**src/rtl/ex_mem_pipe_pkg.sv**
```systemverilog
// Shared definitions for the EX/MEM pipeline register: branch-type bit indices,
// MEM/WB control field offsets, the link register and the skid-buffer state encoding.
package ex_mem_pipe_pkg;

    localparam int BR_BEQ    = 0;
    localparam int BR_BNE    = 1;
    localparam int BR_BGEZ   = 2;
    localparam int BR_BGTZ   = 3;
    localparam int BR_BLTZ   = 4;
    localparam int BR_BLEZ   = 5;
    localparam int BR_BGEZAL = 6;
    localparam int BR_BLTZAL = 7;

    // Control word is packed MSB-first; bits [1:0] are spare.
    localparam int REGWRITE_BIT   = 11;
    localparam int MEMIOTOREG_BIT = 10;
    localparam int MFHI_BIT       = 9;
    localparam int MFLO_BIT       = 8;
    localparam int MTHI_BIT       = 7;
    localparam int MTLO_BIT       = 6;
    localparam int MEMWRITE_BIT   = 5;
    localparam int MEMSIGN_BIT    = 4;
    localparam int MEMWIDTH_MSB   = 3;
    localparam int MEMWIDTH_LSB   = 2;

    localparam int LINK_REG = 31;

    typedef enum logic [1:0] {
        SKID_EMPTY = 2'd0,
        SKID_MAIN  = 2'd1,
        SKID_FULL  = 2'd2
    } skid_state_e;

    function automatic logic branch_taken(
        input logic [7:0] br,
        input logic       z,
        input logic       p,
        input logic       n
    );
        return (br[BR_BEQ]    &  z)
             | (br[BR_BNE]    & ~z)
             | (br[BR_BGEZ]   & (p | z))
             | (br[BR_BGTZ]   &  p)
             | (br[BR_BLTZ]   &  n)
             | (br[BR_BLEZ]   & (n | z))
             | (br[BR_BGEZAL] & (p | z))
             | (br[BR_BLTZAL] &  n);
    endfunction

endpackage

```
**src/rtl/pipe_skid_buf.sv**
```systemverilog
// Two-entry in-order skid buffer (main + skid) with flush.
// Handshake: a word moves on an edge where valid && ready; o_in_ready depends only on state.
module pipe_skid_buf
    import ex_mem_pipe_pkg::*;
#(
    parameter int W = 8
) (
    input  logic         i_clk,
    input  logic         i_rst_n,
    input  logic         i_flush,
    input  logic         i_in_valid,
    output logic         o_in_ready,
    input  logic [W-1:0] i_in_data,
    output logic         o_out_valid,
    input  logic         i_out_ready,
    output logic [W-1:0] o_out_data,
    output skid_state_e  o_state
);

    skid_state_e r_state;
    skid_state_e w_next_state;
    logic [W-1:0] r_main;
    logic [W-1:0] r_skid;
    logic w_accept;
    logic w_deliver;

    assign w_accept  = i_in_valid && o_in_ready;
    assign w_deliver = o_out_valid && i_out_ready;

    always_ff @(posedge i_clk or negedge i_rst_n) begin
        if (!i_rst_n) begin
            r_state <= SKID_EMPTY;
        end else begin
            r_state <= w_next_state;
        end
    end

    always_comb begin
        w_next_state = r_state;
        if (i_flush) begin
            w_next_state = SKID_EMPTY;
        end else begin
            case (r_state)
                SKID_EMPTY: if (w_accept) w_next_state = SKID_MAIN;
                SKID_MAIN: begin
                    if (w_accept && !w_deliver)      w_next_state = SKID_FULL;
                    else if (!w_accept && w_deliver) w_next_state = SKID_EMPTY;
                end
                SKID_FULL:  if (w_deliver) w_next_state = SKID_MAIN;
                default:    w_next_state = SKID_EMPTY;
            endcase
        end
    end

    always_comb begin
        o_in_ready  = (r_state != SKID_FULL);
        o_out_valid = (r_state != SKID_EMPTY);
        o_state     = r_state;
    end

    // Empty-slot contents are don't-care; only the state register decides validity.
    always_ff @(posedge i_clk or negedge i_rst_n) begin
        if (!i_rst_n) begin
            r_main <= '0;
            r_skid <= '0;
        end else if (!i_flush) begin
            if (r_state == SKID_FULL && w_deliver) begin
                r_main <= r_skid;
            end else if (w_accept && (r_state == SKID_EMPTY || w_deliver)) begin
                r_main <= i_in_data;
            end
            if (r_state == SKID_MAIN && w_accept && !w_deliver) begin
                r_skid <= i_in_data;
            end
        end
    end

    assign o_out_data = r_main;

endmodule

```
**src/rtl/ex_mem_pipe.sv**
```systemverilog
// EX/MEM pipeline stage: elastic two-entry register for MEM/WB payload,
// branch resolution with a one-cycle redirect pulse, and a saturating stall counter.
module ex_mem_pipe
    import ex_mem_pipe_pkg::*;
#(
    parameter int DATA_W      = 32,
    parameter int RADDR_W     = 5,
    parameter int CTRL_W      = 12,
    parameter int STALL_CNT_W = 16
) (
    input  logic                   clock,
    input  logic                   reset,
    input  logic                   flush,
    input  logic                   ex_valid,
    output logic                   ex_ready,
    input  logic                   ex_zero,
    input  logic                   ex_positive,
    input  logic                   ex_negative,
    input  logic [7:0]             ex_br_type,
    input  logic [CTRL_W-1:0]      ex_ctrl,
    input  logic [DATA_W-1:0]      ex_add_result,
    input  logic [DATA_W-1:0]      ex_alu_result,
    input  logic [DATA_W-1:0]      ex_read_data_2,
    input  logic [RADDR_W-1:0]     ex_waddr,
    output logic                   mem_valid,
    input  logic                   mem_ready,
    output logic [CTRL_W-1:0]      mem_ctrl,
    output logic [DATA_W-1:0]      mem_alu_result,
    output logic [DATA_W-1:0]      mem_data_in,
    output logic [RADDR_W-1:0]     mem_waddr,
    output logic                   if_branch_taken,
    output logic [DATA_W-1:0]      if_branch_pc,
    output logic [STALL_CNT_W-1:0] stall_cycles
);

    localparam int PAY_W = CTRL_W + 2 * DATA_W + RADDR_W;

    logic                   w_accept;
    logic                   w_link;
    logic                   w_taken;
    logic                   w_stalled;
    logic [CTRL_W-1:0]      w_ctrl;
    logic [RADDR_W-1:0]     w_waddr;
    logic [PAY_W-1:0]       w_in_payload;
    logic [PAY_W-1:0]       w_out_payload;
    skid_state_e            w_skid_state;
    logic                   r_br_taken;
    logic [DATA_W-1:0]      r_br_pc;
    logic [STALL_CNT_W-1:0] r_stall;

    assign w_accept = ex_valid && ex_ready;
    assign w_link   = ex_br_type[BR_BGEZAL] | ex_br_type[BR_BLTZAL];
    assign w_taken  = branch_taken(ex_br_type, ex_zero, ex_positive, ex_negative);

    // Linking branches always write the return address to the link register.
    always_comb begin
        w_ctrl  = ex_ctrl;
        w_waddr = ex_waddr;
        if (w_link) begin
            w_ctrl[REGWRITE_BIT] = 1'b1;
            w_waddr              = RADDR_W'(LINK_REG);
        end
    end

    assign w_in_payload = {w_ctrl, ex_alu_result, ex_read_data_2, w_waddr};

    pipe_skid_buf #(
        .W (PAY_W)
    ) u_skid (
        .i_clk       (clock),
        .i_rst_n     (reset),
        .i_flush     (flush),
        .i_in_valid  (ex_valid),
        .o_in_ready  (ex_ready),
        .i_in_data   (w_in_payload),
        .o_out_valid (mem_valid),
        .i_out_ready (mem_ready),
        .o_out_data  (w_out_payload),
        .o_state     (w_skid_state)
    );

    assign {mem_ctrl, mem_alu_result, mem_data_in, mem_waddr} = w_out_payload;

    always_ff @(posedge clock or negedge reset) begin
        if (!reset) begin
            r_br_taken <= 1'b0;
            r_br_pc    <= '0;
        end else begin
            r_br_taken <= !flush && w_accept && w_taken;
            if (!flush && w_accept && w_taken) begin
                r_br_pc <= ex_add_result;
            end
        end
    end

    assign if_branch_taken = r_br_taken;
    assign if_branch_pc    = r_br_pc;

    assign w_stalled = (w_skid_state != SKID_EMPTY) && !mem_ready;

    always_ff @(posedge clock or negedge reset) begin
        if (!reset) begin
            r_stall <= '0;
        end else if (w_stalled && (r_stall != '1)) begin
            r_stall <= r_stall + 1'b1;
        end
    end

    assign stall_cycles = r_stall;

endmodule

```
**config.mk**
```make
export PLATFORM = sky130hd
export DESIGN_NAME = ex_mem_pipe
export DESIGN_NICKNAME = d
export VERILOG_FILES = /design/src/rtl/ex_mem_pipe_pkg.sv /design/src/rtl/pipe_skid_buf.sv /design/src/rtl/ex_mem_pipe.sv
export SDC_FILE = /design/constraint.sdc
export NUM_CORES = 1
export LEC_CHECK = 0
export CAP_MARGIN = 30
export CORE_MARGIN = 3
export CORE_UTILIZATION = 34
export DETAILED_ROUTE_END_ITERATION = 16
export PLACE_DENSITY = 0.6
export SYNTH_ARGS = -nofsm -noshare
export SYNTH_HDL_FRONTEND = slang
export SYNTH_SLANG_ARGS = --single-unit
```
**constraint.sdc**
```tcl
create_clock -name clock -period 2.2 [get_ports clock]
set_input_delay 0.44 -clock clock [delete_from_list [all_inputs] [get_ports clock]]
set_output_delay 0.44 -clock clock [all_outputs]
set_load 0.005 [all_outputs]
```
==> out/results.ini <==
[timing]
slew_viol_final=0
hold_viol_final=0
fin_crit_sh_pct=96.3
setup_tns_ns=0
fmax_mhz=472
period_needed_ns=2.12
finClkSkew_ns=0.0115
worstMarginPinSlew_ns=0.530
grt_setup_unrepaired=no
max-slew-margin-rel_pct=64.7
setup_viol=0
setup_ws_ns=0.0823

[grt]
first_global_vias=6541
grt_pass1_wl_mm=36.4
grt_usage_pct=15.6
grt_max_degree=61
grt_overflow=0
antenna_found_initial=0

[place]
io_buffers=260
gp_congestion=0.770
post-place-ws_ns=-0.0385
place_area_um2=12300
dp_hpwl_mm=16.1

[drt]
first_pass_iters=4
drt_iter0_markers=284
drc=0
ant_nets=0
vias_per_cell=4.66
vias=6250
wl_per_cell_um=16.5
routed_wl_mm=22.1

[die]
initial_utilization_pct=34.9
fp.dieH_um=167
core_um2=25400
die-area_um2=28000
ioPinCount=261
die_w_um=167
fp-row-count=58

[yosys]
synth_flop_cell=dfrtp_1
postSynthCellCount=706
synthXorXnorAreaFrac_pct=1.29
post_synth.cell_area_avg_um2=12.5
synthAdderAreaFrac_pct=0.283
synth_top_area_share_pct=60.2
syn-cell-area_um2=8860
synth_top_family_by_area=multiplexers
muxShareOfSynthArea_pct=22.4
yosys.area_share.simple_pct=7.49
synth_compound_area_share_pct=6.17
ys_seq_area_share_pct=60.2
synth_common_cells=213 x dfrtp_1, 108 x mux2_2, 92 x nand2_1, 89 x o21ai_0, 77 x mux2i_1
syn-num-nets=837
yosys_warnings=0
synth_area_leaders=dfrtp_1 60%, mux2_2 14%, mux2i_1 8.7%, o21ai_0 5.0%, nand2_1 3.9%
async_reset_ff_share_pct=100
synth_enable_flop_cells=0
ys_types=39
synth.most_common_cell=dfrtp_1
synth_largest_area_cell=dfrtp_1
synth-seq-cells=213

[clock_network]
clkLatencyLatePin_ns=0.50
cts_tree=yes
htreeDepth=1
clock-sinks=213
clock-root-buffer=clkbuf_16
clockBufferDepth=3
cts_buffers=24
cts.clk_slew.worst_paths_ns=0.06

[worst_setup_path]
worstPathArrival_ns=1.68
path_class=flip-flop to output pin
critPathLaunch=u_skid.o_state[0]$_DFFE_PN0P_
r2r-start=u_skid.o_state[0]$_DFFE_PN0P_
required_ns=1.76
end_kind=output pin
crit_path_start_kind=flip-flop
crit_path_max_fanout=5

[pwr]
peakVddDrop_mv=0.423
power.total_mw=11.5
p_leak_nw=6.08
power_density_nw_per_um2=877

[run_status]
outcome=complete, no violations

[min_path]
hold_class=input pin to asynchronous set/reset pin

[layout]
fin_nets=1130
num-fill-cells=2265
fin_area_um2=13100
areaGrowthSynthToFinish_pct=47.7
final-seq-area_um2=5330
antenna_cells=0
multi_input_area_um2=3350
drive_above_1_share_pct=19.7

[flow_run]
drv_cap=0

state kept, by name, summed over array words and instances, names as in the netlist:
register,count
if_branch_pc,32
if_branch_taken,1
stall_cycles,16
u_skid.o_state,2
u_skid.r_skid,81
u_skid.o_out_data,81
kinds of logic after synthesis:
kind of cell | count (synthesis)
compound gates | 105
mux | 185
simple gates | 145
buf+inv | 43
flops | 213
fa+ha+maj | 2
xor+xnor | 13
what timing repair did:
action                     4_1_cts  5_1_grt
setup endpoints to repair        2        2
hold buffers                     1        0
buffers inserted                 2        3
hold endpoints to repair        53        0
gates resized for setup          2        2
power by group:
part	switching (mW)	leakage [nW]	internal [mW]	total, mW
Clock	1.49	0.382	2.37	3.86
Combinational	0.806	3.09	1.55	2.35
Sequential	0.474	2.61	4.78	5.26
layer usage:
metal | vias up | GRT usage, % | part of all wire (%)
li1 | 3053 | - | -
met1 | 3005 | 21.4 | 45
met2 | 168 | 25.6 | 47
met3 | 24 | 3.73 | 6.7
met4 | 0 | 3.20 | 1.4
met5 | - | 0 | 0
critical path, cell delays in order (launching register included):
cell             delay, ns
dfrtp_2               0.43
or2_2                 0.30
clkdlybuf4s50_1       0.46
final cells by class:
type	count	area share [%]
Clock buffer	35	5.53
Timing Repair Buffer	307	24.5
Sequential cell	213	40.8
Inverter	3	0.0861
Tap cell	330	3.16
Multi-Input combinational cell	450	25.6
Clock inverter	4	0.344
worst paths after layout:
check	endpoint	slack [ns]	cells past startpoint
worst max-delay path	mem_valid	0.08	2
worst min-delay path	u_skid.o_out_data[76]$_DFFE_PN0P_	0.44	2
worst max register to register	u_skid.o_out_data[66]$_DFFE_PN0P_	0.26	6
worst min register to register	u_skid.o_out_data[74]$_DFFE_PN0P_	0.48	2
max in group asynchronous	u_skid.r_skid[45]$_DFFE_PN0P_	1.02	3
min in group clock	u_skid.o_out_data[74]$_DFFE_PN0P_	0.48	2
placed cells by master (no fill, tap or decap), types with 2 or more instances in the layout:
cell	n
nand4_1	4
ha_1	2
inv_1	2
nand3b_1	2
mux2i_1	77
dfrtp_1	211
clkinv_2	3
mux2_2	108
buf_12	19
nor3_1	10
xor2_1	9
buf_4	27
nand3_1	6
o21ai_0	89
xnor2_1	4
o21a_1	2
nor4_1	2
clkbuf_8	6
clkdlybuf4s50_1	259
dfrtp_2	2
nor2_1	16
clkbuf_1	4
a21oi_1	8
nand2_1	92
clkbuf_16	25
stage by stage:
step	hold slack, ns	std cells	utilization, %
after floorplan	0.144	706	-
after global placement	0.427	1297	48.3
after detailed placement	0.426	1297	48.3
after CTS	0.475	1339	51.4
after global routing	0.471	1342	51.5
final	0.444	1342	51.5
Power figures use the tool's default switching activity.
